==> src/rtl/param_input_collector.sv <==
// Serial-to-parallel loader: assembles BEATS plaintext/key chunks into one data block and key.
// Optional stall timeout is compiled in with `define COLLECT_TIMEOUT_EN.
module param_input_collector #(
    parameter int DATA_W    = 32,
    parameter int KEY_W     = 64,
    parameter int PT_CHUNK  = 4,
    parameter int KEY_CHUNK = 8,
    parameter int MSB_FIRST = 1,
    parameter int TIMEOUT   = 16
) (
    input  logic                                      clk,
    input  logic                                      reset,
    input  logic                                      start,
    input  logic                                      in_valid,
    output logic                                      in_ready,
    input  logic [PT_CHUNK-1:0]                       pt_in,
    input  logic [KEY_CHUNK-1:0]                      key_in,
    output logic [DATA_W-1:0]                         data,
    output logic [KEY_W-1:0]                          key_out,
    output logic                                      out_valid,
    input  logic                                      out_ready,
    output logic                                      busy,
    output logic [$clog2(DATA_W/PT_CHUNK):0]          beat_cnt,
    output logic                                      done,
    output logic                                      err
);
    localparam int BEATS = DATA_W / PT_CHUNK;
    localparam int CNT_W = $clog2(BEATS) + 1;
    localparam logic [CNT_W-1:0] LAST = CNT_W'(BEATS - 1);

    if ((DATA_W % PT_CHUNK) != 0 || (KEY_W % KEY_CHUNK) != 0 ||
        (DATA_W / PT_CHUNK) != (KEY_W / KEY_CHUNK) || BEATS < 2 || TIMEOUT < 1) begin : g_cfg_err
        $error("param_input_collector: inconsistent chunk/beat configuration");
    end

    typedef enum logic [1:0] {IDLE, COLLECT, HOLD} state_t;

    state_t           state, state_nxt;
    logic             accept;
    logic             clear;
    logic             timeout_hit;
    logic [CNT_W-1:0] pos;

    assign accept = in_valid && (state == COLLECT);
    assign pos    = (MSB_FIRST != 0) ? (LAST - beat_cnt) : beat_cnt;

`ifdef COLLECT_TIMEOUT_EN
    localparam int TO_W = $clog2(TIMEOUT + 1);
    logic [TO_W-1:0] stall_cnt;

    // Counts consecutive beat-less COLLECT cycles; idle elsewhere.
    always_ff @(posedge clk) begin
        if (reset || state != COLLECT || accept) begin
            stall_cnt <= '0;
        end else begin
            stall_cnt <= stall_cnt + 1'b1;
        end
    end

    assign timeout_hit = (state == COLLECT) && !accept && (stall_cnt == TO_W'(TIMEOUT - 1));
`else
    assign timeout_hit = 1'b0;
`endif

    assign err  = timeout_hit;
    assign done = out_valid && out_ready;

    always_ff @(posedge clk) begin
        if (reset) begin
            state <= IDLE;
        end else begin
            state <= state_nxt;
        end
    end

    always_comb begin
        state_nxt = state;
        in_ready  = 1'b0;
        out_valid = 1'b0;
        busy      = 1'b0;
        clear     = 1'b0;
        case (state)
            IDLE: begin
                if (start) begin
                    state_nxt = COLLECT;
                    clear     = 1'b1;
                end
            end
            COLLECT: begin
                in_ready = 1'b1;
                busy     = 1'b1;
                if (in_valid && beat_cnt == LAST) begin
                    state_nxt = HOLD;
                end else if (timeout_hit) begin
                    state_nxt = IDLE;
                    clear     = 1'b1;
                end
            end
            HOLD: begin
                out_valid = 1'b1;
                busy      = 1'b1;
                if (out_ready) begin
                    state_nxt = IDLE;
                end
            end
            default: state_nxt = IDLE;
        endcase
    end

    // Block, key and beat count share one clear path (reset, start, timeout).
    always_ff @(posedge clk) begin
        if (reset || clear) begin
            data     <= '0;
            key_out  <= '0;
            beat_cnt <= '0;
        end else if (accept) begin
            for (int b = 0; b < BEATS; b++) begin
                if (pos == CNT_W'(b)) begin
                    data[b*PT_CHUNK +: PT_CHUNK]     <= pt_in;
                    key_out[b*KEY_CHUNK +: KEY_CHUNK] <= key_in;
                end
            end
            beat_cnt <= beat_cnt + 1'b1;
        end
    end

endmodule

==> config.mk <==
export PLATFORM = sky130hd
export DESIGN_NAME = param_input_collector
export DESIGN_NICKNAME = d
export VERILOG_FILES = /design/src/rtl/param_input_collector.sv
export SDC_FILE = /design/constraint.sdc
export NUM_CORES = 1
export LEC_CHECK = 0
export ABC_AREA = 1
export BUFFER_PORTS_ARGS = -buffer_cell sky130_fd_sc_hd__buf_2
export CAP_MARGIN = 10
export CORE_MARGIN = 2
export CORE_UTILIZATION = 50
export CTS_BUF_LIST = sky130_fd_sc_hd__clkbuf_8
export CTS_CLUSTER_DIAMETER = 30
export DETAILED_ROUTE_END_ITERATION = 8
export PLACE_DENSITY = 0.79
export SLEW_MARGIN = 20
export SYNTH_ARGS = -nofsm -noshare
export SYNTH_HDL_FRONTEND = slang
export SYNTH_SLANG_ARGS = --single-unit
export TNS_END_PERCENT = 100
==> constraint.sdc <==
create_clock -name clk -period 1.9 [get_ports clk]
set_input_delay 0.19 -clock clk [delete_from_list [all_inputs] [get_ports clk]]
set_output_delay 0.19 -clock clk [all_outputs]
set_load 0.02 [all_outputs]
* Yosys cells after proc, flatten, opt, wreduce, memory -nomap -nowiden
Cells that the tools add are included.
** Word-level totals
- Input bits :: 17
- Logic and storage cells :: 58
- Output and inout port bits :: 105
- Bits in registers :: 102
** Operators by class
- Add/subtract/negate cells :: 2
- Eq/ne operators :: 13
- Muxes and demuxes :: 9
- Reduce and logical (&&, ||, !) cells :: 16
** Operators by type and width (number)
- 4-bit by 3-bit == test with 1-bit output (second input constant) :: 5
- 2-bit AND reduction :: 8
- 4-bit by 2-bit == test with 1-bit output (second input constant) :: 2
- 2-bit two-way mux :: 3
- 2-bit one-hot mux with 3 select lines :: 1
- 1-bit two-way mux :: 5
- 4-bit by 1-bit adder with 4-bit output (second input constant) :: 1
- 4-bit by 1-bit == test with 1-bit output (second input constant) :: 1
- 4-bit logical NOT :: 1
- 2-bit != test (second input constant) :: 2
- 3-bit by 4-bit subtractor with 4-bit output (first input constant) :: 1
- 1-bit logical AND :: 3
- 3-bit AND reduction :: 1
- 2-bit by 1-bit == test with 1-bit output (second input constant) :: 1
- 2-bit == test (second input constant) :: 1
- 2-bit logical NOT :: 1
- 2-bit by 1-bit != test with 1-bit output (second input constant) :: 1
- 2-bit OR reduction :: 1
- 1-bit logical OR :: 1

* Longest topological paths before layout
- Depth in word-level cells :: 4
- Gate-level depth with buffers :: 9
- Mapped depth without buffers :: 8

* Worst setup path before layout
OpenSTA, ideal clock, no wires.
- Kind :: register to register
- Start point :: reg state[1]
- End point :: reg data[17]
- Period minus slack after synthesis :: 1568 ps
- Arrival time :: 1452 ps
- Buffers on the path :: 1
- Stages on the path, launching flop included :: 9
- Slack :: 332 ps
- Setup time :: 116 ps
- Cell sequence :: dfxtp_1 > inv_1 > ha_1 > nand3_1 > nor2_2 > inv_2 > buf_6 > nor2_1 > nor2_1
** Between the ends
- Cells in the longest elaborated chain, start to end :: 3
- Elaborated cells between the ends (all ways) :: 6
- Classes of those cells :: 1 x eq/ne; 1 x mux; 4 x reduce/logical
** Ends and longest elaborated chain
- start: declaration :: line 38 : state_t state, state_nxt;
- start signal: assignment :: line 72 : state <= state_nxt;
- 2-bit by 1-bit == test with 1-bit output / 2-bit logical NOT (equally long branches) :: line 44, 82
- 1-bit logical AND / 1-bit two-way mux (equally long branches)
- 2-bit AND reduction (no source line) / 1-bit logical OR (equally long branches)
- end signal: indexed assignment :: line 119 : data[b*PT_CHUNK +: PT_CHUNK] <= pt_in;
- end: declaration :: line 18 : output logic [DATA_W-1:0] data,
Parallel ways exist; a longest one is shown, timed or not.
A chain may end at the register's enable or synchronous reset.

* Worst setup path after layout
- Start point :: reg state[1]
- End point :: reg key_out[16]
** Between the ends
- Cells in the longest elaborated chain, start to end :: 3
- Elaborated cells between the ends (all ways) :: 6
- Classes of those cells :: 1 x eq/ne; 1 x mux; 4 x reduce/logical
** Ends and longest elaborated chain
- 2-bit by 1-bit == test with 1-bit output / 2-bit logical NOT (equally long branches) :: line 44, 82
- 1-bit logical AND / 1-bit two-way mux (equally long branches)
- 2-bit AND reduction (no source line) / 1-bit logical OR (equally long branches)
- end signal: indexed assignment :: line 120 : key_out[b*KEY_CHUNK +: KEY_CHUNK] <= key_in;
- end: declaration :: line 19 : output logic [KEY_W-1:0] key_out,
Parallel ways exist; a longest one is shown, timed or not.

==> results_dict.tcl <==
set metrics [dict create \
    design.core.area_mm2 0.00737 \
    drtPass1Iterations 4 \
    drtIter0Drc 248 \
    cts_hold_repair.buffers 0 \
    cts_buffers 9 \
    r2r_start "state[1]$_SDFFE_PP0P_" \
    final.fill_count 682 \
    place_congestion 0.837 \
    antenna_cells 0 \
    maxCapViolCount 0 \
    die_w_um 91.7 \
    grt_pass1_vias 3228 \
    grt_usage 0.243 \
    worst_hold_slack_ns 0.109 \
    ant_nets 0 \
    worstPathMaxFanout 13 \
    cp_top_family "simple AND/OR/NAND/NOR gates" \
    seqCellArea_mm2 0.00204 \
    slowest_delay_ns 0.33 \
    path_cells "inv_1 > ha_1 > nand2_2 > nor2_1 > nand2_1 > inv_4 > nor2_1 > nor2_1" \
    criticalPathCategory "reg2reg" \
    cp_common_cell "nor2_1" \
    hpwl_mm 6.91 \
    cts_tree "built" \
    cts_buffer_depth 2 \
    grt_overflow 0 \
    grt_pass1_wl_mm 16.0 \
    ctsResizeCount 0 \
    path_buf_inv 2 \
    synth_seq_cells 102 \
    grt_max_degree 101 \
    finalNonFillerCells 705 \
    drt_wl_total_mm 10.0 \
    cp-start-kind "flop" \
    drc_errors 0 \
    cp_slowest_cell "dfxtp_1" \
    drive_gt1_frac 0.256 \
    worstPathArrival_ns 2.07 \
    die_area_mm2 0.00842 \
    power.leakage_nw 2.20 \
    num_vias 3529 \
    power.density_mw_per_mm2 1000 \
    clock_latency_ns 0.36 \
    synthCells 496 \
    rows 31 \
    hold_viol 0 \
    crit_path_start "state[1]$_SDFFE_PP0P_" \
    ys_types 20 \
    die-height_um 91.7 \
    end_kind "flop" \
    synth_nets 522 \
    setup_viol 0 \
    required_ns 2.19 \
    wl_per_cell_um 14.2 \
    h-tree-depth 3 \
    fmax_ghz 0.565 \
    fin_crit_ns 1.77 \
    period_share 0.932 \
    fin_tns_setup_ns 0 \
    seq_area_frac_synth 0.531 \
    root_buffer "clkbuf_8" \
    yosysWarningCount 0 \
    ios 122 \
    syn_area_per_cell_um2 7.76 \
    postCtsSetupBuffers 0 \
    clk_pin_slew_worst_paths_ns 0.09 \
    antenna_found_initial 0 \
    via_per_inst 5.01 \
    status "finished clean" \
    dp.cells 690 \
    worstHoldStart "reset" \
    final-max-slew-violation-count 0 \
    ir_drop_mv 0.370 \
    syn_area_mm2 0.00385 \
    port_buffers 120 \
    start_util 0.522 \
    hp-class "in2reg" \
    area_growth_pct 20.7 \
    multi_input_area_mm2 0.00151 \
    nNetsFinal 628 \
    fin_worst_skew_ns 0.0129 \
    rsz0062_at_grt "true" \
    clock-sinks 102 \
]
[sequential cells by signal (all words and copies together), names as in the netlist]
name,cells
beat_cnt,4
data,32
key_out,64
state,2
[final timing paths]
check	endpoint	slack, ns	cells after the start
setup reg to reg	key_out[16]$_SDFFE_PP0P_	0.13	8
hold reg to reg	key_out[42]$_SDFFE_PP0P_	0.48	2
setup / recovery	key_out[16]$_SDFFE_PP0P_	0.13	8
hold / removal	state[1]$_SDFFE_PP0P_	0.11	4
[where the power goes]
group	leakage, nW	switching [mW]	total (mW)	internal (mW)
clock network	0.113	0.710	1.49	0.775
logic	1.27	0.622	0.917	0.295
registers	0.823	0.0505	2.26	2.21
[cell families (layout without fill, tap and decap cells)]
family / after synthesis / in the layout / synth area share
AOI/OAI and AO/OA: 108 / 108 / 0.141
adders and majority gates: 9 / 9 / 0.0293
buffers and inverters: 56 / 166 / 0.0770
DFF: 102 / 102 / 0.531
other: 1 / 1 / 0.000974
and+or+nand+nor: 220 / 220 / 0.221
[worst reg2reg max path, cell delays in order, from the launching register on]
cell	delay, ns
dfxtp_1	0.33
inv_1	0.12
ha_1	0.24
nand2_2	0.13
nor2_1	0.16
nand2_1	0.30
inv_4	0.25
nor2_1	0.07
nor2_1	0.12
[cells in the mapped netlist]
library cell	count	area [um^2]
a21oi_1	6	30.0
buf_6	9	101
o21ai_0	98	490
o21bai_1	1	7.51
clkbuf_1	10	37.5
conb_1	1	3.75
nand2_2	1	6.26
clkbuf_2	6	30.0
inv_2	10	37.5
clkinv_1	1	3.75
inv_1	17	63.8
dfxtp_1	102	2040
o21ai_1	3	15.0
nor2_4	1	11.3
buf_4	3	22.5
nand3_1	4	20.0
nand2_1	13	48.8
nor2_2	4	25.0
ha_1	9	113
nor2_1	197	739
[per-stage QoR]
step / utilization / setup slack, ns / power (mW) / area, um^2
after global routing: 0.631 / -0.0642 / 4.92 / 4650
after detailed placement: 0.599 / 0.137 / 3.22 / 4420
final: 0.631 / 0.129 / 4.66 / 4650
after CTS: 0.629 / 0.107 / 4.69 / 4640
after floorplan: - / 0.332 / 2.98 / 3850
after global placement: 0.599 / 0.239 / 3.18 / 4420
[per-layer routing]
metal | global-route usage | share of wire | vias to the layer above | wire [um]
met4 | 0.0970 | 0.017 | 0 | 169
met1 | 0.326 | 0.42 | 1609 | 4250
met2 | 0.382 | 0.47 | 140 | 4730
met5 | 0 | 0 | - | 0
met3 | 0.0542 | 0.088 | 12 | 884
li1 | - | - | 1768 | -
[placed cells by master (no fill, tap or decap)]
cell type	count
ha_1	9
a21oi_1	6
nand2_1	13
clkinv_2	1
inv_2	7
buf_2	120
buf_4	2
o21bai_1	1
nand2_2	1
nor2_2	4
nand3_1	4
o21ai_1	3
dfxtp_1	102
conb_1	1
o21ai_0	98
inv_4	4
inv_1	17
clkbuf_8	10
bufinv_16	2
buf_12	1
clkinv_4	1
inv_6	1
nor2_1	197
nor2_4	1
[area by class of cell]
cell class / instances / share of cell area
Clock buffer: 10 / 0.0296
Clock inverter: 5 / 0.0178
Inverter: 28 / 0.0248
Multi-Input combinational cell: 338 / 0.325
Sequential cell: 102 / 0.439
Tap cell: 99 / 0.0267
Timing Repair Buffer: 123 / 0.137
(Power assumes the default switching activity.)
